### src/rtl/mult_pkg.sv
// rtl/mult_pkg.sv - shared types and constants for the shift-and-add multiplier
package mult_pkg;

  typedef enum logic [1:0] {
    IDLE = 2'd0,
    CALC = 2'd1,
    DONE = 2'd2
  } state_t;

  localparam int DEFAULT_WIDTH = 4;

  // Number of bits needed to count 0..value-1.
  function automatic int clog2(input int value);
    int r;
    r = 0;
    while ((1 << r) < value) r++;
    return r;
  endfunction

endpackage

### src/rtl/cond_negate.sv
// rtl/cond_negate.sv - combinational two's-complement conditional negate
module cond_negate #(
  parameter int W = 4
) (
  input  logic [W-1:0] data_in,
  input  logic         neg,
  output logic [W-1:0] data_out
);

  // Negation is ~x+1 truncated to W bits, so a zero input stays zero.
  assign data_out = neg ? (~data_in + W'(1)) : data_in;

endmodule

### src/rtl/seq_shift_add_mult.sv
// rtl/seq_shift_add_mult.sv - iterative shift-and-add multiplier with valid/ready handshakes
module seq_shift_add_mult
  import mult_pkg::*;
#(
  parameter int WIDTH = DEFAULT_WIDTH
) (
  input  logic               clk,
  input  logic               rst_n,
  input  logic               in_valid,
  output logic               in_ready,
  input  logic [WIDTH-1:0]   a,
  input  logic [WIDTH-1:0]   b,
  input  logic               is_signed,
  output logic               out_valid,
  input  logic               out_ready,
  output logic [2*WIDTH-1:0] product,
  output logic               busy
);

  localparam int PW = 2 * WIDTH;
  localparam int CW = (clog2(WIDTH) < 1) ? 1 : clog2(WIDTH);
  localparam logic [CW-1:0] LAST_CNT = CW'(WIDTH - 1);

  state_t state, next_state;

  logic [WIDTH-1:0] mag_a, mag_b;
  logic             neg;
  logic [PW-1:0]    acc;
  logic [CW-1:0]    cnt;

  logic [WIDTH-1:0] mag_a_in, mag_b_in;
  logic [PW-1:0]    partial, acc_next, product_next;
  logic             accept, last_iter;

  assign accept    = in_valid && (state == IDLE);
  assign last_iter = (cnt == LAST_CNT);

  // Operand magnitudes are formed before capture so the loop only works on unsigned values.
  cond_negate #(.W(WIDTH)) u_neg_a (
    .data_in  (a),
    .neg      (is_signed && a[WIDTH-1]),
    .data_out (mag_a_in)
  );

  cond_negate #(.W(WIDTH)) u_neg_b (
    .data_in  (b),
    .neg      (is_signed && b[WIDTH-1]),
    .data_out (mag_b_in)
  );

  // One partial product per cycle: multiplicand masked by the current multiplier bit, shifted into place.
  always_comb begin
    partial  = '0;
    partial  = {{WIDTH{1'b0}}, (mag_a & {WIDTH{mag_b[cnt]}})} << cnt;
    acc_next = acc + partial;
  end

  // Sign is reapplied once, to the completed magnitude.
  cond_negate #(.W(PW)) u_neg_p (
    .data_in  (acc_next),
    .neg      (neg),
    .data_out (product_next)
  );

  // State register.
  always_ff @(posedge clk or negedge rst_n) begin
    if (!rst_n) state <= IDLE;
    else        state <= next_state;
  end

  // Next-state and handshake outputs.
  always_comb begin
    next_state = state;
    in_ready   = 1'b0;
    out_valid  = 1'b0;
    busy       = 1'b1;
    unique case (state)
      IDLE: begin
        in_ready = 1'b1;
        busy     = 1'b0;
        if (in_valid) next_state = CALC;
      end
      CALC: begin
        if (last_iter) next_state = DONE;
      end
      DONE: begin
        out_valid = 1'b1;
        if (out_ready) next_state = IDLE;
      end
      default: begin
        next_state = IDLE;
      end
    endcase
  end

  // Operand capture, accumulation and result load; product is held until the next result.
  always_ff @(posedge clk or negedge rst_n) begin
    if (!rst_n) begin
      mag_a   <= '0;
      mag_b   <= '0;
      neg     <= 1'b0;
      acc     <= '0;
      cnt     <= '0;
      product <= '0;
    end else begin
      if (accept) begin
        mag_a <= mag_a_in;
        mag_b <= mag_b_in;
        neg   <= is_signed && (a[WIDTH-1] ^ b[WIDTH-1]);
        acc   <= '0;
        cnt   <= '0;
      end else if (state == CALC) begin
        acc <= acc_next;
        cnt <= cnt + CW'(1);
        if (last_iter) product <= product_next;
      end
    end
  end

endmodule

### config.mk
export PLATFORM = sky130hd
export DESIGN_NAME = seq_shift_add_mult
export DESIGN_NICKNAME = d
export VERILOG_FILES = /design/src/rtl/mult_pkg.sv /design/src/rtl/cond_negate.sv /design/src/rtl/seq_shift_add_mult.sv
export SDC_FILE = /design/constraint.sdc
export NUM_CORES = 1
export LEC_CHECK = 0
export CORE_MARGIN = 2
export CORE_UTILIZATION = 60
export DETAILED_ROUTE_END_ITERATION = 7
export GPL_TIMING_DRIVEN = 1
export PLACE_DENSITY = 0.85
export SYNTH_ARGS = -nofsm -noshare
export SYNTH_HDL_FRONTEND = slang
export SYNTH_HIERARCHICAL = 1
export SYNTH_SLANG_ARGS = --single-unit
### constraint.sdc
create_clock -name clk -period 5.8 [get_ports clk]
set_input_delay 0.58 -clock clk [delete_from_list [all_inputs] [get_ports clk]]
set_output_delay 0.58 -clock clk [all_outputs]
set_load 0.05 [all_outputs]
==> flow_summary.rst, run 1 <==
.. list-table::
   :header-rows: 1

   * - Metric
     - Value
   * - Run status
     - complete, no violations
   * - Flop2flop setup slack
     - 2.24 ns
   * - Master cell of the clock root buffer
     - clkbuf_4
   * - Die extent in x
     - 60.9 um
   * - Fin crit period
     - 3.56 ns
   * - Crit-path max FO
     - 14
   * - Biggest area consumer among synthesized cells
     - dfrtp_1
   * - Layout cells sized above 1
     - 18.0%
   * - Remaining number of nets flagged by the antenna check after routing
     - 0
   * - Post-synthesis average cell area
     - 10.0 um^2
   * - Number of setup buffers added after CTS
     - 0
   * - Number of buffers added by the clock tree synthesis step
     - 5
   * - Max Slew Vio Count
     - 0
   * - Maximum resistive drop on vdd
     - 0.000415 V
   * - Vias in the first global route
     - 1567
   * - Distinct cell type count of the synthesized netlist
     - 41
   * - Fillers
     - 234
   * - Arrival time of data at the critical path endpoint
     - 3.79 ns
   * - CTS tree
     - yes
   * - Number of max-capacitance violations reported
     - 0
   * - Area of the multi-input gates
     - 1120 um^2
   * - Slew of the pin with the lowest slew margin
     - 0.612 ns
   * - Starting density of the core
     - 63.6%
   * - Final Instance Area
     - 2240 um^2
   * - Antenna Cells
     - 0
   * - Die extent in y
     - 60.9 um
   * - Synthesized cell area
     - 1940 um^2
   * - Clock latency of the later-clocked register in the worst-skew pair
     - 0.34 ns
   * - Antenna violations before repair
     - 0
   * - Headroom to the max-slew limit
     - 58.9%
   * - Final Hold Fails
     - 0
   * - Number of enable flip-flop cells after synthesis
     - 0
   * - Sequential element share of the synthesized area
     - 37.4%
   * - Total Wirelength
     - 4.20 mm
   * - Total Negative Setup Slacks
     - 0 ns
   * - CP endpoint kind
     - flop
   * - Final nets
     - 242
   * - Pin count of the biggest net entering global routing
     - 30
   * - Average detailed-routed wire length per instance
     - 16.1 um
   * - Wire length of the first global-routing pass
     - 6.95 mm
   * - Data required time of the worst path
     - 6.03 ns
   * - Total power divided by cell area
     - 659 nW/um^2
   * - Standard-cell row count
     - 20
   * - Top cells by area, synth
     - dfrtp_1 (37%), mux2_2 (10%), ha_1 (7.1%)
   * - Total number of clock tree sinks
     - 29
   * - Dpl hpwl
     - 3.29 mm
   * - Area of the placeable core
     - 3050 um^2
   * - Final worst path period share
     - 61.3%
   * - Synth async-reset ratio
     - 100%
   * - Highest clock rate
     - 281 MHz
   * - Routability Congestion
     - 0.857
   * - Top flip-flop cell by instance count after synthesis
     - dfrtp_1
   * - Worst min-delay path category
     - reg -> reg
   * - Synth top area share
     - 37.4%
   * - First DRT Iteration DRCs
     - 67
   * - Placed Area
     - 2190 um^2
   * - Global-route congestion overflow total
     - 0
   * - Number of input and output port buffers inserted
     - 23
   * - Final Power
     - 0.00148 W
   * - LEAKAGE
     - 1.01 nW
   * - Clock-pin slew on the worst setup and hold paths
     - 0.10 ns
   * - Maximum buffer depth of the clock tree
     - 2
   * - Boundary pin count
     - 24
   * - Detailed-route vias per instance
     - 5.90
   * - Most heavily used metal layer in global routing
     - met2
   * - Worst setup SP type
     - flop
   * - GRT Total Usage
     - 26.7%
   * - Pre-Repair DR Iteration Count
     - 4
   * - Setup CP Type
     - reg -> reg
   * - Grt met3 use
     - 7.25%
   * - Count of hold buffers inserted by post-cts repair
     - 0
   * - Max Clock Skew
     - 0.0127 ns
   * - Met1 demand-to-capacity share in global routing
     - 27.6%
   * - RSZ-0062 raised after global routing
     - no
   * - GRT met2 Usage
     - 49.3%
   * - Layout overhead on the synthesized area
     - 15.6%
   * - YS warnings
     - 6
   * - Seq cells post-synth
     - 29
   * - Syn nets
     - 219
   * - Die outline area
     - 3710 um^2
   * - Via count of the routed design
     - 1539
   * - Area taken by flip-flops and latches
     - 726 um^2
   * - # DRC
     - 0
   * - Cell count after synthesis
     - 194
   * - Depth of the CTS H-tree
     - 2
   * - Quantity of gates resized following cts
     - 0
   * - Final setup fails
     - 0
-- flip-flops by register name (all words and copies together) (netlist names) --
register / flops
acc: 8
product: 8
mag_a: 4
mag_b: 4
cnt: 2
state: 2
neg: 1
-- worst max-delay path, stage by stage, from the launching register on --
cell	delay (ns)
dfrtp_1	0.62
mux4_2	0.62
and2_1	0.17
ha_1	0.33
o21ai_0	0.30
o21bai_1	0.11
a21oi_1	0.18
xnor2_1	0.14
or3_4	0.41
o31ai_4	0.23
xnor2_1	0.08
mux2_2	0.26
-- kinds of logic (layout without fill, tap and decap cells) --
kind of cell,after synthesis,after routing,synth area share [%]
xor+xnor,15,15,6.77
buf+inv,21,44,4.84
mux,21,21,12.6
simple gates,58,58,16.1
compound gates,38,38,14.1
fa+ha+maj,12,12,8.12
flops,29,29,37.4
-- layout make-up --
cell class	instances	share of cell area [%]
Multi-Input combinational cell	144	50.0
Sequential cell	29	32.3
Timing Repair Buffer	24	10.6
Clock buffer	7	2.45
Tap cell	44	2.45
Inverter	13	2.18
-- routing by layer --
| layer | part of all wire [%] | vias to the layer above |
|---|---|---|
| li1 | - | 710 |
| met1 | 39 | 766 |
| met2 | 54 | 50 |
| met3 | 4.0 | 13 |
| met4 | 2.7 | 0 |
| met5 | 0 | - |
-- where the power goes --
part,leakage (nW),switching (W),total [W],internal [W]
clock network,0.0314,0.0000744,0.000132,0.0000571
logic,0.615,0.000557,0.000968,0.000411
registers,0.363,0.0000858,0.000380,0.000294
-- layout by cell type (no fill, tap or decap), types with 2 or more instances in the layout --
cell type        netlist  final
dfrtp_1               29     29
xnor2_1               14     14
mux2_2                18     18
inv_1                 13     13
and2_1                 4      4
mux2i_1                2      2
clkbuf_4               0      5
nor2_1                 6      6
o31ai_2                4      4
or3_4                  2      2
a21o_1                 2      2
ha_1                  11     11
nand2_2                2      2
and3_1                 2      2
nand2b_1               6      6
nand2_1               23     23
clkdlybuf4s50_1        0     23
o21ai_0               15     15
a21oi_1                6      6
nand3_1                7      7
-- cells in the mapped netlist (3+ instances only) --
| cell | count |
|---|---|
| a21oi_1 | 6 |
| and2_1 | 4 |
| buf_2 | 3 |
| buf_4 | 3 |
| dfrtp_1 | 29 |
| ha_1 | 11 |
| inv_1 | 13 |
| mux2_2 | 18 |
| nand2_1 | 23 |
| nand2b_1 | 6 |
| nand3_1 | 7 |
| nor2_1 | 6 |
| o21ai_0 | 15 |
| o31ai_2 | 4 |
| xnor2_1 | 14 |
-- per-stage QoR --
stage | setup WS, ns | hold WS (ns) | std cells | util, %
floorplan | 2.73 | 0.284 | 194 | -
global placement | 2.48 | 0.489 | 254 | 71.7
detailed placement | 2.24 | 0.492 | 254 | 71.7
CTS | 2.24 | 0.510 | 261 | 73.5
global route | 2.05 | 0.524 | 261 | 73.5
finish | 2.24 | 0.507 | 261 | 73.5
-- final timing paths --
| path | start | endpoint | cells after the start |
|---|---|---|---|
| hold / removal | product[0] | product[0] | 1 |
| max in group asynchronous | rst_n | neg | 2 |
| min in group asynchronous | rst_n | product[4] | 2 |
| hold reg to reg | product[0] | product[0] | 1 |
| setup reg to reg | cnt[0] | product[7] | 11 |
| setup / recovery | cnt[0] | product[7] | 11 |
No activity file was read; power rests on OpenSTA's default activity.
==> run 2: changes to the inputs <==
--- a/config.mk
+++ b/config.mk
@@ -6,10 +6,10 @@
 export NUM_CORES = 1
 export LEC_CHECK = 0
 export CORE_MARGIN = 2
-export CORE_UTILIZATION = 60
+export CORE_UTILIZATION = 55
 export DETAILED_ROUTE_END_ITERATION = 7
 export GPL_TIMING_DRIVEN = 1
-export PLACE_DENSITY = 0.85
+export PLACE_DENSITY = 0.79
 export SYNTH_ARGS = -nofsm -noshare
 export SYNTH_HDL_FRONTEND = slang
 export SYNTH_HIERARCHICAL = 1
==> constraint.sdc (replaced) <==
create_clock -name clk -period 3.5 [get_ports clk]
set_input_delay 0.35 -clock clk [delete_from_list [all_inputs] [get_ports clk]]
set_output_delay 0.35 -clock clk [all_outputs]
set_load 0.05 [all_outputs]
==> run 2 against run 1 <==
Combinational power grew 65%. Clock skew shrank 0.0011 ns. Critical path depth grew 1. Maximum frequency grew 11%. Sequential share of layout area shrank 0.62 points. Sequential power grew 60%. Critical path type unchanged. Design area grew 2.0%. Global-route usage shrank 4.9 points. Cell count grew 1.5%. Non-clock buffer count grew 1.
==> flow_summary.rst, run 2 (synthesis gave the netlist of run 1 again) <==
.. list-table::
   :header-rows: 1

   * - Metric
     - Value
   * - Run status
     - complete, no violations
   * - Flop2flop setup slack
     - 0.31 ns
   * - Number of input and output port buffers inserted
     - 23
   * - Boundary pin count
     - 24
   * - Final worst path period share
     - 91.2%
   * - Quantity of gates resized following cts
     - 0
   * - GRT Total Usage
     - 21.9%
   * - Starting density of the core
     - 57.7%
   * - Clock-pin slew on the worst setup and hold paths
     - 0.10 ns
   * - Final Power
     - 0.00250 W
   * - Routability Congestion
     - 0.835
   * - Antenna Cells
     - 0
   * - Die outline area
     - 4020 um^2
   * - First DRT Iteration DRCs
     - 65
   * - Tightest hold margin
     - 0.400 ns
   * - Remaining number of nets flagged by the antenna check after routing
     - 0
   * - Maximum buffer depth of the clock tree
     - 2
   * - Routed length on met1
     - 1.55 mm
   * - Highest clock rate
     - 313 MHz
   * - Clock latency of the later-clocked register in the worst-skew pair
     - 0.34 ns
   * - Pin count of the biggest net entering global routing
     - 30
   * - Worst setup SP type
     - flop
   * - Crit-path max FO
     - 13
   * - Maximum resistive drop on vdd
     - 0.000444 V
   * - Critical Path Slowest Stage Cell
     - fa_1
   * - Final setup fails
     - 0
   * - # DRC
     - 0
   * - Fin crit period
     - 3.19 ns
   * - Pre-Repair DR Iteration Count
     - 4
   * - Area of the placeable core
     - 3360 um^2
   * - Average detailed-routed wire length per instance
     - 14.2 um
   * - Slew of the pin with the lowest slew margin
     - 0.608 ns
   * - Max Clock Skew
     - 0.0116 ns
   * - Setup WS post-layout
     - 0.307 ns
   * - RSZ-0062 raised after global routing
     - no
   * - Fillers
     - 282
   * - Dpl hpwl
     - 2.95 mm
   * - Number of setup buffers added after CTS
     - 0
   * - Number of max-capacitance violations reported
     - 0
   * - Global-route congestion overflow total
     - 0
   * - Standard-cell row count
     - 21
   * - Vias in the first global route
     - 1566
   * - Die extent in y
     - 63.4 um
   * - Final Hold Fails
     - 0
   * - Worst path max stage delay
     - 0.44 ns
   * - Total Negative Setup Slacks
     - 0 ns
   * - Arrival time of data at the critical path endpoint
     - 3.43 ns
   * - Wire length of the first global-routing pass
     - 6.86 mm
   * - Via count of the routed design
     - 1483
   * - Layout Utilization
     - 68.0%
   * - Layout cells sized above 1
     - 19.2%
   * - Setup CP Type
     - reg -> reg
   * - Commonest non-fill, non-tap cells in the layout
     - dfrtp_1 (29), nand2_1 (23), clkdlybuf4s50_1 (23), mux2_2 (18), o21ai_0 (15)
   * - Kind of cell with the highest combined delay on the critical path
     - simple AND/OR/NAND/NOR gates
   * - CTS tree
     - yes
   * - Number of buffers added by the clock tree synthesis step
     - 5
   * - Headroom to the max-slew limit
     - 59.4%
   * - Sum of buffers and inverters on the critical path
     - 2
   * - Leading cell type in the layout, fill and taps excluded
     - dfrtp_1
   * - Post-placement setup slack
     - 0.297 ns
   * - Met3 routed wirelength
     - 153 um
   * - Top Layer Used
     - met4
   * - Detailed-route vias per instance
     - 5.60
   * - Layout overhead on the synthesized area
     - 17.9%
   * - Count of hold buffers inserted by post-cts repair
     - 0
   * - Total power divided by cell area
     - 1090 nW/um^2
   * - Final nets
     - 243
   * - Worst min-delay path category
     - in -> async
   * - Antenna violations before repair
     - 0
   * - LEAKAGE
     - 1.03 nW
   * - Largest registers
     - acc (8), product (8)
   * - CP endpoint kind
     - flop
   * - Master cell of the clock root buffer
     - clkbuf_4
   * - Depth of the CTS H-tree
     - 2
   * - Max Slew Vio Count
     - 0
   * - Data required time of the worst path
     - 3.74 ns
   * - Wire length on met2
     - 1.98 mm
   * - Die extent in x
     - 63.4 um
   * - Total Wirelength
     - 3.78 mm
   * - Total number of clock tree sinks
     - 29
   * - Crit-path cells
     - buf_4, nor4bb_1, ha_1, inv_1, fa_1, nor2b_4, o31a_1, a21oi_1, or3_4, o31ai_4, xnor2_1, mux2_2
-- run 2: changes by cell type in the layout (fill, tap and decap cells not counted), sizes merged --
cell	previous run	this run
bufinv	0	1
buf	1	2
clkinvlp	0	1
clkbuf	7	6
-- run 2: worst paths after layout --
check / start / end / cells after the start
setup / recovery: cnt[0] / product[7] / 12
hold / removal: rst_n / product[5] / 2
setup reg to reg: cnt[0] / product[7] / 12
hold reg to reg: acc[7] / acc[7] / 1
max in group asynchronous: rst_n / mag_a[1] / 2
min in group clk: acc[7] / acc[7] / 1
-- run 2: area by class of cell --
cell class                 count  area, um^2  share of cell area (%)
inverter                      13        48.8                    2.13
tap                           46        57.6                    2.52
multi-input combinational    144        1120                    49.0
sequential                    29         726                    31.7
clock buffer                   6        51.3                    2.24
timing repair buffer          25         245                    10.7
clock inverter                 2        37.5                    1.64
-- run 2: per-stage QoR --
step	area [um^2]	instances
2_1_floorplan	1940	194
3_3_place_gp	2200	257
3_5_place_dp	2200	257
4_1_cts	2290	265
5_1_grt	2290	265
6_report	2290	265
-- run 2: power by group --
group | switching [W] | internal [W]
sequential | 0.000121 | 0.000488
clock | 0.000123 | 0.000170
combinational | 0.000914 | 0.000686
total | 0.00116 | 0.00134
-- run 2: per-layer routing --
metal / GRT usage, % / vias to the layer above
li1: - / 719
met1: 24.9 / 722
met2: 38.9 / 34
met3: 3.39 / 8
met4: 12.0 / 0
met5: 0 / -
